`src/rtl/branch_fetch_sequencer.sv`:
```
// branch_fetch_sequencer: instruction fetch and branch-resolution sequencer.
// Owns PC and IR. It fetches a word, decodes its opcode, and then does one of two things:
// - For a conditional branch, it enables the CON flip-flop for one cycle and then
//   redirects PC if the condition is true.
// - For any other instruction, it hands the instruction to the execute controller.
// Optional build macro BRANCH_STATS_EN adds saturating taken/not-taken branch counters.
module branch_fetch_sequencer #(
  parameter logic [4:0]  BR_OPCODE   = 5'b10010,
  parameter logic [4:0]  HALT_OPCODE = 5'b11011,
  parameter logic [31:0] RESET_PC    = 32'h0000_0000
) (
  input  logic        clock,
  input  logic        clear_n,
  input  logic        run,
  input  logic [31:0] mem_data,
  input  logic        mem_ready,
  input  logic        con_ff,
  input  logic        exec_done,
  output logic [31:0] pc,
  output logic [31:0] mar_addr,
  output logic        mem_read,
  output logic [31:0] ir_out,
  output logic [3:0]  ra_sel,
  output logic        con_in,
  output logic        exec_start,
  output logic        branch_taken,
  output logic        halted
`ifdef BRANCH_STATS_EN
  ,
  output logic [15:0] taken_count,
  output logic [15:0] not_taken_count
`endif
);

  localparam logic [2:0] S_IDLE       = 3'd0;
  localparam logic [2:0] S_FETCH      = 3'd1;
  localparam logic [2:0] S_WAIT       = 3'd2;
  localparam logic [2:0] S_DECODE     = 3'd3;
  localparam logic [2:0] S_BR_EVAL    = 3'd4;
  localparam logic [2:0] S_BR_RESOLVE = 3'd5;
  localparam logic [2:0] S_EXEC       = 3'd6;
  localparam logic [2:0] S_HALT       = 3'd7;

  logic [2:0]  state;
  logic [2:0]  state_next;
  logic [4:0]  opcode;
  logic [31:0] branch_offset;

  assign opcode        = ir_out[31:27];
  // The offset is relative to the PC that was already incremented during the load.
  assign branch_offset = {{13{ir_out[18]}}, ir_out[18:0]};

  // Next-state selection for the fetch / decode / branch / execute sequence.
  always_comb begin
    state_next = state;
    case (state)
      S_IDLE:       if (run) state_next = S_FETCH;
      S_FETCH:      state_next = S_WAIT;
      S_WAIT:       if (mem_ready) state_next = S_DECODE;
      S_DECODE: begin
        if (opcode == BR_OPCODE)        state_next = S_BR_EVAL;
        else if (opcode == HALT_OPCODE) state_next = S_HALT;
        else                            state_next = S_EXEC;
      end
      S_BR_EVAL:    state_next = S_BR_RESOLVE;
      S_BR_RESOLVE: state_next = run ? S_FETCH : S_IDLE;
      S_EXEC:       if (exec_done) state_next = run ? S_FETCH : S_IDLE;
      S_HALT:       state_next = S_HALT;
      default:      state_next = S_IDLE;
    endcase
  end

  // State register; reset aborts whatever instruction is in flight.
  always_ff @(posedge clock or negedge clear_n) begin
    if (!clear_n) state <= S_IDLE;
    else          state <= state_next;
  end

  // PC, IR and MAR updates: MAR latches at fetch, IR and PC+1 at load, and the redirect happens at resolve.
  always_ff @(posedge clock or negedge clear_n) begin
    if (!clear_n) begin
      pc       <= RESET_PC;
      ir_out   <= 32'h0000_0000;
      mar_addr <= 32'h0000_0000;
    end else begin
      if (state == S_FETCH) mar_addr <= pc;
      if (state == S_WAIT && mem_ready) begin
        ir_out <= mem_data;
        pc     <= pc + 32'd1;
      end
      if (state == S_BR_RESOLVE && con_ff) pc <= pc + branch_offset;
    end
  end

  // Strobes decoded from the current state; branch_taken follows con_ff during resolve.
  always_comb begin
    mem_read     = (state == S_FETCH) || (state == S_WAIT);
    con_in       = (state == S_BR_EVAL);
    ra_sel       = (state == S_BR_EVAL) ? ir_out[26:23] : 4'd0;
    exec_start   = (state == S_DECODE) && (opcode != BR_OPCODE) && (opcode != HALT_OPCODE);
    branch_taken = (state == S_BR_RESOLVE) && con_ff;
    halted       = (state == S_HALT);
  end

`ifdef BRANCH_STATS_EN
  // Saturating counters for resolved branches, split by outcome.
  always_ff @(posedge clock or negedge clear_n) begin
    if (!clear_n) begin
      taken_count     <= 16'h0000;
      not_taken_count <= 16'h0000;
    end else if (state == S_BR_RESOLVE) begin
      if (con_ff) begin
        if (taken_count != 16'hFFFF) taken_count <= taken_count + 16'd1;
      end else begin
        if (not_taken_count != 16'hFFFF) not_taken_count <= not_taken_count + 16'd1;
      end
    end
  end
`endif

endmodule

```
`config.mk`:
```
export PLATFORM = sky130hd
export DESIGN_NAME = branch_fetch_sequencer
export DESIGN_NICKNAME = d
export VERILOG_FILES = /design/src/rtl/branch_fetch_sequencer.sv
export SDC_FILE = /design/constraint.sdc
export NUM_CORES = 1
export LEC_CHECK = 0
export BUFFER_PORTS_ARGS = -buffer_cell sky130_fd_sc_hd__buf_4
export CORE_ASPECT_RATIO = 1.4
export CORE_MARGIN = 8
export CORE_UTILIZATION = 54
export DETAILED_ROUTE_END_ITERATION = 10
export GPL_TIMING_DRIVEN = 0
export PLACE_DENSITY = 0.92
export SYNTH_ARGS = -nofsm -noshare
export SYNTH_HDL_FRONTEND = slang
export SYNTH_SLANG_ARGS = --single-unit
```
`constraint.sdc`:
```
create_clock -name clock -period 4.3 [get_ports clock]
set_input_delay 0.86 -clock clock [delete_from_list [all_inputs] [get_ports clock]]
set_output_delay 0.86 -clock clock [all_outputs]
set_load 0.05 [all_outputs]
```
# After elaboration in Yosys (flattened, before gate mapping)
# Index checks and enable logic that the tools add are counted.
[word_totals]
ff_bits = 99
wordCells = 38
[classes]
n_addsub = 2
n_eq_ne = 14
muxes = 10
n_reduce_logical = 8
[op_table]
columns = ["cell", "count"]
rows = [
  ["2-to-1 mux 32 bit", 2],
  ["adder 32 x 1 -> 32 bit (second input constant)", 1],
  ["adder 32 bit", 1],
  ["case mux 3 bit (8 select lines)", 1],
  ["== test 3 bit (second input constant)", 4],
  ["== test 5 bit (second input constant)", 2],
  ["inequality test 5 bit (second input constant)", 2],
  ["2-to-1 mux 3 bit", 3],
  ["== test 3 x 2 -> 1 bit (second input constant)", 2],
  ["inequality test 2 bit (second input constant)", 3],
  ["logical AND 1 bit", 4],
  ["2-to-1 mux 4 bit", 1],
  ["== test 3 x 1 -> 1 bit (second input constant)", 1],
  ["zero test 3 bit", 1],
  ["AND reduction 3 bit", 1],
  ["2-to-1 mux 1 bit", 2],
  ["2-to-1 mux 2 bit", 1],
  ["nonzero test 2 bit", 1],
  ["logical OR 1 bit", 1],
]

# Longest topological paths before layout
[logic_depth]
ltp_word = 4
mapped_depth = 15
mapped_depth_nobuf = 11

# Worst setup path before layout
# Ideal clock, no wire load.
[synth_path]
kind = "in2reg"
start = "in con_ff"
end = "reg pc[27]"
setup_time_ns = 0.079
arrival_ns = 4.231
setup_slack_ns = -0.010
stages = 14
n_path_buf = 4
path_cell_list = "and4b_1 > buf_2 > clkbuf_1 > clkbuf_1 > and2_1 > ha_1 > clkbuf_1 > a21o_1 > nor2_1 > o21ai_0 > a21o_1 > or4_1 > a2111oi_2 > xor2_1"
[synth_via]
elab_chain_cells = 2
word_cells_on_any_way = 3
[synth_rtl]
columns = ["item", "line", "source"]
rows = [
  ["start: declaration", "17", "input logic con_ff,"],
  ["logical AND 1 bit *", "--", ""],
  ["named net branch_taken", "26", "output logic branch_taken,"],
  ["2-to-1 mux 32 bit or nonzero test 2 bit (tied branches)", "--", ""],
  ["end signal: assignment", "89", "pc <= pc + 32'd1;"],
  ["end signal: assignment", "91", "if (state == S_BR_RESOLVE && con_ff) pc <= pc + branch_offset;"],
  ["end: declaration", "19", "output logic [31:0] pc,"],
]
# The timed path passes the listed nets; every way through them passes the cells marked *.
# A chain may end at the register's enable or synchronous reset.

# Worst setup path after layout
[layout_path]
start = "in con_ff"
end = "reg pc[27]"
[layout_via]
elab_chain_cells = 2
word_cells_on_any_way = 3
[layout_rtl]
columns = ["item", "line"]
rows = [
  ["logical AND 1 bit *", "91"],
  ["2-to-1 mux 32 bit or nonzero test 2 bit (tied branches)", "--"],
]
# Every way passes the cells marked *; elsewhere a longest branch is shown, timed or not.

==> results.yml <==
setup_path:
  cp.required_ns: 4.50
  cp-startpoint: "con_ff"
  rrSetupSlack_ns: 0.23
  start_kind: "input port"
  cp.arrival_ns: 4.36
  crit_path_end_kind: "flip-flop"
  cpMostUsedCell: "a21o_1"
  worst_path_max_delay_cell: "or4_1"
  critical_path.max_fanout: 19
  max_stage_delay_ns: 0.55
  critical_path_class: "input port to flip-flop"
  cp_cell_sequence: "buf_4 -> and4b_1 -> buf_2 -> clkbuf_2 -> and2_1 -> ha_1 -> clkbuf_1 -> a21o_1 -> nor2_1 -> o21ai_0 -> a21o_1 -> or4_1 -> a2111oi_2 -> xor2_1"
  r2r-start: "state[1]$_DFFE_PN0P_"
clocking:
  postCtsSetupBuffers: 0
  clock_path_buffers: 2
  numCtsBuffers: 9
  clock-sinks: 99
  clock_latency_ns: 0.35
  tritoncts: "done"
  clk_pin_slew_ns: 0.06
  root_buffer: "clkbuf_16"
  h-tree-depth: 3
synthesis:
  postSynth.asyncResetShare: 1.00
  yosys-top-cells-area: "dfrtp_1 (44%), mux2_2 (13%), ha_1 (4.0%)"
  yosys.area.top_type: "dfrtp_1"
  syn-num-nets: 606
  synthDistinctLibCells: 61
  ys_ff_latch: 99
  synth_flop_cell: "dfrtp_1"
  syn_area_um2: 5640
  netlist_instances: 549
  yosysTopAreaCellShare: 0.440
  synth-seq-area-share: 0.440
  syn_area_per_cell_um2: 10.3
  synth_edf_count: 0
  yosys_warnings: 0
placed_design:
  place.detailed.hpwl_um: 12400
  placed_cell_area_um2: 6880
  port_buffers: 142
  gp_congestion: 0.934
  place_inst: 829
pwr:
  p_int_uw: 2950
  peakVddDrop_mv: 0.565
  power_switching_uw: 3110
  p_clk_frac: 0.132
  seq_power_share: 0.269
  switching_share: 0.513
  power.density_nw_per_um2: 845
  p_leak_uw: 0.00346
  comb_power_share: 0.599
route:
  remaining_drc_errors: 0
  antenna_left: 0
  highest-signal-layer: "met4"
  viasPerCell: 5.91
  drt-initial-drc-count: 314
  wl_met1_um: 5860
  vias: 4980
  wl_um: 16200
  wl_met3_um: 997
  wl_per_cell_um: 19.2
  first_pass_iters: 7
  wl_met2_um: 8700
final_layout:
  layout.nets: 758
  final_cells: 843
  final_util: 0.697
  layout_commonest_cell: "buf_4"
  finalInstanceArea_um2: 7180
  layout_common_cells: "buf_4 (143), dfrtp_1 (99), mux2_2 (66)"
  synthToLayoutAreaGrowth_pct: 27.4
  drive_gt1_frac: 0.339
  num_antenna_cells: 0
sta:
  rsz0062_at_grt: "no"
  finalHoldViolCount: 0
  max_freq_mhz: 241
  worst_slew_pin_slew_ns: 0.889
  skew_ns: 0.00865
  setup-violations-final: 0
  finalMaxSlewViolations: 0
  fin_tns_setup_ns: 0
  slew_headroom: 0.406
  min_period_ns: 4.15
  period_share: 0.966
grt:
  grt_pass1_vias: 5160
  grtUsageTotal: 0.234
  grt_first_pass_wirelength_um: 25600
  antenna_found_initial: 0
  grt.overflow.total: 0
  grt_max_degree: 100
outcome:
  outcome: "finished, final reports clean"
flow_run:
  drv_cap: 0
die:
  start_util: 0.547
  die_area_um2: 14000
  fp.dieH_um: 137
  core-area_um2: 10300
  fp.dieW_um: 102
  num_rows: 44
  ios: 143
hold_path:
  min_from: "mar_addr[22]$_DFFE_PN0N_"
  holdCritPathClass: "flip-flop to flip-flop"
-- cells by family (layout without fill, tap and decap cells) --
logic type | after synthesis | after routing | share of synthesized area
AOI/OAI and AO/OA | 116 | 116 | 0.138
buffers and inverters | 49 | 205 | 0.0349
xor gates and xnor gates | 25 | 25 | 0.0389
adders and majority gates | 19 | 19 | 0.0435
muxes | 73 | 73 | 0.144
and+or+nand+nor | 168 | 168 | 0.161
DFF | 99 | 99 | 0.440
-- power by group through the flow --
stage / Sequential [uW] / Clock (uW) / Combinational, uW
floorplan: 2860 / 0 / 1280
global placement: 1610 / 0 / 3560
detailed placement: 1650 / 0 / 3640
CTS: 1630 / 819 / 3650
global route: 1690 / 856 / 3820
finish: 1630 / 803 / 3630
-- area by class of cell --
| cell class | count | area, um^2 |
|---|---|---|
| fillers | 796 | 3120 |
| repair buffers | 142 | 1070 |
| clock inverters | 4 | 51.3 |
| flip-flops and latches | 99 | 2480 |
| clock buffers | 11 | 243 |
| multi-input cells | 401 | 2970 |
| inverters | 11 | 41.3 |
| well taps | 138 | 173 |
| plain buffers | 37 | 153 |
-- critical path: cells and delay by family --
kind            cells  cell delay (ns)
fa+ha+maj           1             0.22
compound gates      4             1.13
buf+inv             4             0.95
xor+xnor            1             0.11
simple gates        4             1.07
-- routing by layer --
layer,GRT usage,up-vias
met4,0.125,0
li1,-,2299
met5,0,-
met3,0.0504,45
met2,0.422,197
met1,0.245,2439
-- through the flow --
| stage | total power (uW) | worst slack (ns) | hold slack, ns |
|---|---|---|---|
| after floorplan | 4140 | 0.263 | 0.564 |
| after global placement | 5180 | -0.349 | 0.491 |
| after detailed placement | 5290 | -0.418 | 0.498 |
| after CTS | 6100 | 0.169 | 0.511 |
| after global routing | 6360 | 0.0495 | 0.526 |
| final | 6070 | 0.145 | 0.505 |
-- state kept, by name (all words and copies together), names as in the netlist --
register	flops
ir_out	32
pc	32
state	3
mar_addr	32
-- synthesized netlist by cell type, types with 7 or more instances --
library cell  number
a211oi_1           7
o21ai_0           24
and2_1            21
ha_1              18
nand3_1           19
xnor2_1           12
and3_1             8
clkbuf_1          30
a21o_1            11
a21oi_1           28
xor2_1            13
mux2i_1            7
dfrtp_1           99
inv_1             11
nand2_1           36
a31oi_1            7
nor3_1            12
mux2_2            66
nor2_1            22
-- final timing paths --
kind | cells after the start | end
max | 14 | pc[27]$_DFFE_PN0P_
min | 1 | mar_addr[22]$_DFFE_PN0N_
max reg2reg | 13 | pc[27]$_DFFE_PN0P_
min reg2reg | 1 | mar_addr[22]$_DFFE_PN0N_
max in group asynchronous | 1 | pc[13]$_DFFE_PN0P_
min in group asynchronous | 1 | mar_addr[25]$_DFFE_PN0N_
-- timing repair --
item / in CTS / in global routing
setup endpoints to repair: 3 / 1
hold buffers: 0 / 0
gates resized for setup: 1 / 1
Note: power is estimated with default switching activity, not from simulation.
